**src/rtl/freq_meas_pkg.sv**
```systemverilog
// -----------------------------------------------------------------------------
// freq_meas_pkg
// Shared definitions for the frequency-meter measurement controller and the
// display decimal-point decoder: sequencer state encoding, range and
// range-mode encodings, and default gate / hold-off lengths in 1 us ticks.
// -----------------------------------------------------------------------------
package freq_meas_pkg;

    typedef enum logic [2:0] {
        ST_IDLE,
        ST_CLEAR,
        ST_GATE,
        ST_SETTLE,
        ST_DECIDE,
        ST_LATCH,
        ST_HOLDOFF
    } state_t;

    // Measurement range, also drives decimal-point placement
    localparam logic [1:0] RANGE_100MS = 2'd0;
    localparam logic [1:0] RANGE_1S    = 2'd1;
    localparam logic [1:0] RANGE_10S   = 2'd2;

    // range_mode input encoding
    localparam logic [1:0] MODE_AUTO        = 2'd0;
    localparam logic [1:0] MODE_FORCE_100MS = 2'd1;
    localparam logic [1:0] MODE_FORCE_1S    = 2'd2;
    localparam logic [1:0] MODE_FORCE_10S   = 2'd3;

    // Default gate lengths in 1 us ticks
    localparam int unsigned DEF_GATE0_US   = 100_000;
    localparam int unsigned DEF_GATE1_US   = 1_000_000;
    localparam int unsigned DEF_GATE2_US   = 10_000_000;
    localparam int unsigned DEF_HOLDOFF_US = 1_000;
    localparam int unsigned DEF_TW         = 24;

    // Range selected by a forced range_mode; MODE_AUTO has no forced range
    function automatic logic [1:0] forced_range(input logic [1:0] mode);
        logic [1:0] r;
        case (mode)
            MODE_FORCE_100MS: r = RANGE_100MS;
            MODE_FORCE_10S:   r = RANGE_10S;
            default:          r = RANGE_1S;
        endcase
        return r;
    endfunction

endpackage

```
**src/rtl/gate_sequencer_gate_timer.sv**
```systemverilog
// -----------------------------------------------------------------------------
// gate_timer
// TW-bit counter of 1 us ticks. Emits a one-cycle done pulse on the tick that
// brings the count to its terminal value (tc = length - 1), then wraps to 0.
//   clk   : system clock
//   rst_n : asynchronous active-low reset
//   clr   : synchronous clear, also suppresses done
//   tick  : count enable strobe
//   tc    : terminal count
//   done  : one-cycle pulse, tick && count == tc
// -----------------------------------------------------------------------------
module gate_timer
    import freq_meas_pkg::*;
#(
    parameter int unsigned TW = DEF_TW
) (
    input  logic          clk,
    input  logic          rst_n,
    input  logic          clr,
    input  logic          tick,
    input  logic [TW-1:0] tc,
    output logic          done
);

    logic [TW-1:0] cnt;

    always_comb begin
        done = tick && !clr && (cnt == tc);
    end

    always_ff @(posedge clk or negedge rst_n) begin
        if (!rst_n) begin
            cnt <= '0;
        end else if (clr || done) begin
            cnt <= '0;
        end else if (tick) begin
            cnt <= cnt + 1'b1;
        end
    end

endmodule

```
**src/rtl/gate_sequencer.sv**
```systemverilog
// -----------------------------------------------------------------------------
// gate_sequencer
// Measurement controller for the frequency-meter datapath: owns the count
// gate, the working-counter clear and the display latch, and selects among
// three gate times manually or automatically.
//   clk        : system clock
//   rst_n      : asynchronous active-low reset
//   tick_1us   : 1 MHz strobe from the prescaler
//   sig_edge   : strobe per synchronized rising edge of the measured signal
//   carry_out  : BCD counter overflow strobe
//   msd_zero   : top two working BCD digits are zero (level)
//   run        : 1 = measure continuously, 0 = stop
//   range_mode : 0 auto, 1/2/3 force range 0/1/2
//   count_en   : registered clock enable to the BCD counter
//   reset_ctr  : one-cycle synchronous clear of the working counter
//   latchit    : one-cycle copy of working count to the display
//   range      : range of the displayed value
//   overflow   : displayed value overflowed on range 0
//   busy       : sequencer not idle
// -----------------------------------------------------------------------------
module gate_sequencer
    import freq_meas_pkg::*;
#(
    parameter int unsigned GATE0_US   = DEF_GATE0_US,
    parameter int unsigned GATE1_US   = DEF_GATE1_US,
    parameter int unsigned GATE2_US   = DEF_GATE2_US,
    parameter int unsigned HOLDOFF_US = DEF_HOLDOFF_US,
    parameter int unsigned TW         = DEF_TW
) (
    input  logic       clk,
    input  logic       rst_n,
    input  logic       tick_1us,
    input  logic       sig_edge,
    input  logic       carry_out,
    input  logic       msd_zero,
    input  logic       run,
    input  logic [1:0] range_mode,
    output logic       count_en,
    output logic       reset_ctr,
    output logic       latchit,
    output logic [1:0] range,
    output logic       overflow,
    output logic       busy
);

    localparam logic [TW-1:0] TC0 = TW'(GATE0_US - 1);
    localparam logic [TW-1:0] TC1 = TW'(GATE1_US - 1);
    localparam logic [TW-1:0] TC2 = TW'(GATE2_US - 1);
    localparam logic [TW-1:0] TCH = TW'(HOLDOFF_US - 1);

    state_t        state, state_nxt;
    logic [1:0]    cur_range;
    logic          auto_q;
    logic          ovf_seen;
    logic          timer_clr;
    logic          timer_done;
    logic [TW-1:0] timer_tc;

    // One timer serves both the gate and the hold-off; it only runs in those
    // two states, and is held cleared everywhere else.
    always_comb begin
        timer_clr = !((state == ST_GATE) || (state == ST_HOLDOFF));
        case (cur_range)
            RANGE_100MS: timer_tc = TC0;
            RANGE_1S:    timer_tc = TC1;
            default:     timer_tc = TC2;
        endcase
        if (state == ST_HOLDOFF) begin
            timer_tc = TCH;
        end
    end

    gate_timer #(.TW(TW)) u_timer (
        .clk   (clk),
        .rst_n (rst_n),
        .clr   (timer_clr),
        .tick  (tick_1us),
        .tc    (timer_tc),
        .done  (timer_done)
    );

    always_ff @(posedge clk or negedge rst_n) begin
        if (!rst_n) begin
            state <= ST_IDLE;
        end else begin
            state <= state_nxt;
        end
    end

    always_comb begin
        state_nxt = state;
        case (state)
            ST_IDLE:    if (run) state_nxt = ST_CLEAR;
            ST_CLEAR:   state_nxt = run ? ST_GATE : ST_IDLE;
            ST_GATE: begin
                if (!run)            state_nxt = ST_IDLE;
                else if (timer_done) state_nxt = ST_SETTLE;
            end
            ST_SETTLE:  state_nxt = run ? ST_DECIDE : ST_IDLE;
            ST_DECIDE: begin
                if (!run)
                    state_nxt = ST_IDLE;
                else if (ovf_seen && auto_q && (cur_range != RANGE_100MS))
                    state_nxt = ST_CLEAR;
                else
                    state_nxt = ST_LATCH;
            end
            ST_LATCH:   state_nxt = ST_HOLDOFF;
            ST_HOLDOFF: begin
                if (!run)            state_nxt = ST_IDLE;
                else if (timer_done) state_nxt = ST_CLEAR;
            end
            default:    state_nxt = ST_IDLE;
        endcase
    end

    always_comb begin
        reset_ctr = (state == ST_CLEAR);
        latchit   = (state == ST_LATCH);
        busy      = (state != ST_IDLE);
    end

    always_ff @(posedge clk or negedge rst_n) begin
        if (!rst_n) begin
            count_en  <= 1'b0;
            range     <= RANGE_1S;
            overflow  <= 1'b0;
            cur_range <= RANGE_1S;
            auto_q    <= 1'b0;
            ovf_seen  <= 1'b0;
        end else begin
            // Qualified by the pre-transition state, so an edge on the final
            // gate tick is still counted; run low suppresses it on abort.
            count_en <= sig_edge && (state == ST_GATE) && run;
            case (state)
                ST_CLEAR: begin
                    ovf_seen <= 1'b0;
                    auto_q   <= (range_mode == MODE_AUTO);
                    if (range_mode != MODE_AUTO) begin
                        cur_range <= forced_range(range_mode);
                    end
                end
                ST_GATE, ST_SETTLE: begin
                    if (carry_out) ovf_seen <= 1'b1;
                end
                ST_DECIDE: begin
                    if (run && ovf_seen && auto_q && (cur_range != RANGE_100MS)) begin
                        cur_range <= cur_range - 1'b1;
                    end
                end
                ST_LATCH: begin
                    range    <= cur_range;
                    overflow <= ovf_seen;
                    if (auto_q && msd_zero && !ovf_seen && (cur_range != RANGE_10S)) begin
                        cur_range <= cur_range + 1'b1;
                    end
                end
                default: ;
            endcase
        end
    end

endmodule

```
**config.mk**
```make
export PLATFORM = sky130hd
export DESIGN_NAME = gate_sequencer
export DESIGN_NICKNAME = d
export VERILOG_FILES = /design/src/rtl/freq_meas_pkg.sv /design/src/rtl/gate_sequencer_gate_timer.sv /design/src/rtl/gate_sequencer.sv
export SDC_FILE = /design/constraint.sdc
export NUM_CORES = 1
export LEC_CHECK = 0
export ABC_AREA = 1
export CAP_MARGIN = 20
export CORE_ASPECT_RATIO = 0.6
export CORE_UTILIZATION = 51
export DETAILED_ROUTE_END_ITERATION = 8
export PLACE_DENSITY_LB_ADDON = 0.15
export REMOVE_ABC_BUFFERS = 1
export SYNTH_ARGS = -nofsm -noshare
export SYNTH_HDL_FRONTEND = slang
export SYNTH_SLANG_ARGS = --single-unit
```
**constraint.sdc**
```tcl
create_clock -name clk -period 2.69 [get_ports clk]
set_input_delay 0.4035 -clock clk [delete_from_list [all_inputs] [get_ports clk]]
set_output_delay 0.4035 -clock clk [all_outputs]
set_load 0.02 [all_outputs]
```
==> results.py, run 1 <==
metrics = {
    "status": {
        "status": "finished, final reports clean",
    },
    "clock_network": {
        "root_buffer": "clkbuf_8",
        "clock_path_buffers": 2,
        "cts_hold_buffers": 0,
        "ctsResizeCount": 0,
        "htreeDepth": 2,
        "tritoncts": "done",
        "clkLatencyLatePin_ns": 0.29,
        "cts_sinks": 35,
        "cts_made_buffers": 5,
        "clkSlewWorstSetupHoldPaths_ns": 0.07,
        "post-cts-setup-buffer-count": 0,
    },
    "power": {
        "ir_drop_mv": 0.410,
        "power_w": 0.00197,
        "cellPowerDensity_nw_per_um2": 708,
        "p_leak_nw": 1.24,
    },
    "synthesis": {
        "yosys.area.top_type": "dfrtp_1",
        "synth_area_leaders": "dfrtp_1 33%, nand2_1 15%, nor2_1 9.4%",
        "yosys_register_bits": 35,
        "synth_compound_area_frac": 0.0513,
        "synth_area_sq_um": 2490,
        "yosysTopAreaCellShare": 0.332,
        "yosysUniqueCellTypes": 29,
        "netlist_instances": 371,
        "ys_seq_area_frac": 0.353,
        "synth_xor_area_frac": 0.0669,
        "synth.area.mux_share": 0,
        "synth_area_per_cell_sq_um": 6.71,
        "yosys_warnings": 0,
        "synth_top_family_by_area": "simple AND/OR/NAND/NOR gates",
        "synthAdderAreaFrac": 0.0302,
        "yosys.area_share.simple": 0.402,
    },
    "layout": {
        "final_cell_mix": "98 x nand2_1, 62 x nor2_1, 44 x inv_1",
        "layout_commonest_cell": "nand2_1",
        "final_cell_area_sq_um": 2780,
        "seq_area_sq_um": 878,
        "antenna_cells": 0,
        "post-route-util": 0.599,
        "areaGrowthSynthToFinish_pct": 11.7,
        "nFillCells": 442,
        "multi_input_area_sq_um": 1370,
        "finalNetCount": 403,
        "drive_gt1_frac": 0.0617,
    },
    "global_route": {
        "grt_max_degree": 36,
        "overflow": 0,
        "grt_usage": 0.262,
        "grt_pass1_vias": 2064,
        "grt_pass1_wl_microns": 10300,
        "antenna_found_initial": 0,
    },
    "drt": {
        "drc": 0,
        "vias": 2427,
        "wire_per_inst_microns": 13.9,
        "first_iter_violations": 202,
        "viasPerCell": 5.37,
        "routed_wl_microns": 6280,
        "first_pass_iters": 6,
        "postRouteAntennaNets": 0,
    },
    "timing": {
        "setup_viol": 0,
        "drv_slew": 0,
        "setup_ws_ns": 0.223,
        "hold_violations": 0,
        "max_freq_mhz": 405,
        "tns_ns": 0,
        "rsz0062_at_grt": "false",
        "fin_skew_ns": 0.00496,
        "period_share": 0.917,
        "worstMarginPinSlew_ns": 0.809,
        "slew_headroom": 0.461,
        "fin_crit_ns": 2.47,
    },
    "run": {
        "cap_violations": 0,
    },
    "placement": {
        "dp_slack_ns": 0.270,
        "placed_area_sq_um": 2680,
        "gp_congestion": 0.885,
        "portBuffers": 15,
        "hpwl_microns": 4690,
    },
    "worst_setup_path": {
        "endpoint_kind": "register",
        "critical_path.max_fanout": 25,
        "crit_type": "register to register",
        "r2r-start": "cur_range[0]",
        "start_kind": "register",
        "required_ns": 2.92,
        "crit_path_start": "cur_range[0]",
        "arrival_ns": 2.69,
    },
    "floorplan": {
        "die_y_microns": 56.1,
        "dieArea_sq_um": 5170,
        "start_util": 0.537,
        "fp.coreArea_sq_um": 4640,
        "io_pins": 16,
        "fp-row-count": 19,
        "die_w_microns": 92.2,
    },
    "min_path": {
        "hold_path.class": "input port to asynchronous set/reset pin",
    },
}
[cells in the mapped netlist]
library cell	number
o21ai_0	9
nand3b_1	2
xnor2_1	1
nand2_1	98
buf_6	3
clkbuf_1	2
nor3_1	10
nand2_2	3
a21oi_1	9
nor2_4	1
dfrtp_1	33
clkinv_1	1
buf_2	3
inv_2	2
nor4_1	1
dfstp_2	2
xor2_1	18
inv_1	44
or2_2	1
nor2_2	1
nor2_1	62
nand4_1	8
o211ai_1	2
nand3_2	1
ha_1	6
buf_4	1
nand3_1	43
o31ai_1	3
nand2_4	1
[final cells by class]
type                    count  area share
clock buffers               8      0.0360
multi-input cells         280       0.493
well taps                  63      0.0284
inverters                  47      0.0635
repair buffers             19      0.0630
flip-flops and latches     35       0.316
[through the flow]
step	hold WS (ns)	std cells
after floorplan	0.108	362
after global placement	0.470	444
after detailed placement	0.487	444
after CTS	0.221	452
after global routing	0.266	452
final	0.203	452
[power by group]
part,internal (W),switching [W],leakage (nW),total [W]
Sequential,0.000596,0.0000435,0.475,0.000640
Combinational,0.000321,0.000576,0.717,0.000898
Clock,0.000234,0.000196,0.0515,0.000430
[logic make-up after synthesis]
logic type      Yosys count
simple gates            232
buf+inv                  56
flops                    35
compound gates           23
xor+xnor                 19
fa+ha+maj                 6
[routing by layer]
layer,vias to the layer above,routed length [microns],global-route usage
met5,-,0,0
met4,0,67,0.0670
met3,7,429,0.0560
met2,84,2410,0.330
met1,1132,3380,0.435
li1,1204,-,-
[worst paths after layout]
path | to | slack [ns] | cells past startpoint
min | u_timer.cnt[18] | 0.20 | 1
max in group asynchronous | u_timer.cnt[4] | 1.98 | 1
max reg2reg | state[0] | 0.22 | 13
max | state[0] | 0.22 | 13
min in group clk | range[1] | 0.52 | 2
min reg2reg | range[1] | 0.52 | 2
[worst max-delay path, cell delays in order (launching register included)]
cell and delay (ns):
dfstp_2 0.54, inv_1 0.11, ha_1 0.26, nor2_2 0.28, inv_2 0.10, nand2_1 0.12
nand2_1 0.07, nand2_1 0.06, nand2_1 0.07, nor3_1 0.20, nand2_1 0.14, nand2_4 0.25
nand2_1 0.09, nor2_1 0.10
[flip-flops by register name, summed over array words and instances, names as in the netlist]
| register | cells |
|---|---|
| count_en | 1 |
| overflow | 1 |
| state | 3 |
| auto_q | 1 |
| u_timer.cnt | 24 |
| range | 2 |
| cur_range | 2 |
| ovf_seen | 1 |
No activity file was read; power rests on OpenSTA's default activity.
==> run 2: changes to the inputs <==
CORE_MARGIN = 4   (was default)
SKIP_LAST_GASP = 1   (was default)
==> results.py, run 2 (synthesized netlist as in run 1, its figures left out) <==
metrics = {
    "worst_setup_path": {
        "critical_path.max_fanout": 25,
        "critPathBufInv": 2,
        "required_ns": 2.91,
        "cpMostUsedCell": "nand2_1",
        "rr_endpoint": "state[0]",
        "r2r-start": "cur_range[0]",
        "arrival_ns": 2.61,
        "crit_family": "simple AND/OR/NAND/NOR gates",
        "crit_path_start": "cur_range[0]",
        "cp_cell_sequence": "inv_1 -> ha_1 -> nor2_2 -> inv_2 -> nand2_1 -> nand2_1 -> nand2_1 -> nand2_1 -> nor3_1 -> nand2_1 -> nand2_4 -> nand2_1 -> nor2_1",
        "endpoint_kind": "register",
        "slowest_stage": "dfstp_2",
        "start_kind": "register",
        "worst-r2r-cell-count": 13,
        "crit_type": "register to register",
        "rrSetupSlack_ns": 0.30,
        "max_stage_delay_ns": 0.54,
    },
    "timing": {
        "max_freq_mhz": 419,
        "worstMarginPinSlew_ns": 0.799,
        "period_share": 0.887,
        "hold_violations": 0,
        "drv_slew": 0,
        "rsz0062_at_grt": "false",
        "fin_crit_ns": 2.39,
        "tns_ns": 0,
        "setup_viol": 0,
        "fin_skew_ns": 0.0119,
        "slew_headroom": 0.467,
    },
    "layout": {
        "reg_top3": "u_timer.cnt (24), state (3)",
        "largest_register_ffs": 24,
        "layout_commonest_cell": "nand2_1",
        "finalNetCount": 403,
        "top_register": "u_timer.cnt",
        "drive_gt1_frac": 0.0617,
        "nFillCells": 437,
        "areaGrowthSynthToFinish_pct": 11.3,
        "antenna_cells": 0,
        "final_cell_mix": "98 x nand2_1, 62 x nor2_1, 44 x inv_1",
        "final_cell_area_sq_um": 2770,
    },
    "placement": {
        "portBuffers": 15,
        "gp_congestion": 0.915,
        "hpwl_microns": 4500,
        "placed_area_sq_um": 2680,
    },
    "global_route": {
        "grt_usage": 0.215,
        "antenna_found_initial": 0,
        "grt_pass1_wl_microns": 10600,
        "grt_pass1_vias": 2119,
        "overflow": 0,
        "grt_max_degree": 36,
    },
    "clock_network": {
        "tritoncts": "done",
        "cts_made_buffers": 5,
        "ctsResizeCount": 0,
        "cts_sinks": 35,
        "clock_path_buffers": 2,
        "post-cts-setup-buffer-count": 0,
        "htreeDepth": 2,
        "cts_hold_buffers": 0,
        "clkSlewWorstSetupHoldPaths_ns": 0.08,
        "root_buffer": "clkbuf_8",
        "clkLatencyLatePin_ns": 0.30,
    },
    "floorplan": {
        "die_w_microns": 98.2,
        "fp-row-count": 19,
        "fp.coreArea_sq_um": 4640,
        "dieArea_sq_um": 6100,
        "start_util": 0.537,
        "io_pins": 16,
        "die_y_microns": 62.1,
    },
    "power": {
        "p_leak_nw": 1.24,
        "ir_drop_mv": 0.402,
        "cellPowerDensity_nw_per_um2": 702,
        "power_w": 0.00194,
    },
    "run": {
        "cap_violations": 0,
    },
    "drt": {
        "vias": 2365,
        "wire_per_inst_microns": 13.6,
        "first_pass_iters": 5,
        "first_iter_violations": 253,
        "drc": 0,
        "routed_wl_microns": 6140,
        "postRouteAntennaNets": 0,
        "viasPerCell": 5.23,
    },
    "min_path": {
        "hold_path.class": "input port to asynchronous set/reset pin",
    },
    "status": {
        "status": "finished, final reports clean",
    },
}
run 2: cell count changes in the layout (fill, tap and decap cells not counted), sizes merged:
cell,delta
clkinv,+1
clkbuf,-1
run 2: power by group:
| part | internal, W | switching (W) | leakage, nW | total (W) |
|---|---|---|---|---|
| logic | 0.000322 | 0.000571 | 0.717 | 0.000893 |
| clock network | 0.000207 | 0.000202 | 0.0482 | 0.000408 |
| registers | 0.000597 | 0.0000459 | 0.475 | 0.000643 |
| total | 0.00113 | 0.000819 | 1.24 | 0.00194 |
run 2: per-layer routing:
layer	vias up	part of all wire	GRT usage
met4	0	0.0085	0.0409
met3	6	0.061	0.0403
met1	1088	0.55	0.361
li1	1208	-	-
met2	63	0.38	0.280
met5	-	0	0
run 2: worst max-delay path by stage:
stage / endpoint / slack, ns / depth (start not counted)
3_3_place_gp: state[0] / 0.42 / 13
2_1_floorplan: state[0] / 0.64 / 13
5_1_grt: state[0] / 0.03 / 13
4_1_cts: state[0] / 0.30 / 13
6_report: state[0] / 0.30 / 13
3_5_place_dp: state[0] / 0.35 / 13
run 2: metrics by stage:
step / utilization / std cells / setup WS, ns / hold WS, ns
floorplan: - / 362 / 0.638 / 0.108
global placement: 0.578 / 444 / 0.415 / 0.481
detailed placement: 0.578 / 444 / 0.353 / 0.489
CTS: 0.598 / 452 / 0.303 / 0.227
global route: 0.598 / 452 / 0.0259 / 0.267
finish: 0.598 / 452 / 0.303 / 0.185
run 2: worst reg2reg max path: stages (launching register included):
cell and delay, ns:
dfstp_2 0.54, inv_1 0.11, ha_1 0.26, nor2_2 0.28, inv_2 0.09, nand2_1 0.11
nand2_1 0.07, nand2_1 0.06, nand2_1 0.05, nor3_1 0.18, nand2_1 0.13, nand2_4 0.25
nand2_1 0.09, nor2_1 0.09
run 2: layout make-up:
type	count	area, sq um	share of cell area
inverter	47	176	0.0637
clock buffer	7	86.3	0.0312
sequential	35	878	0.317
clock inverter	1	5.00	0.00181
timing repair buffer	19	175	0.0632
multi-input combinational	280	1370	0.495
tap	63	78.8	0.0285
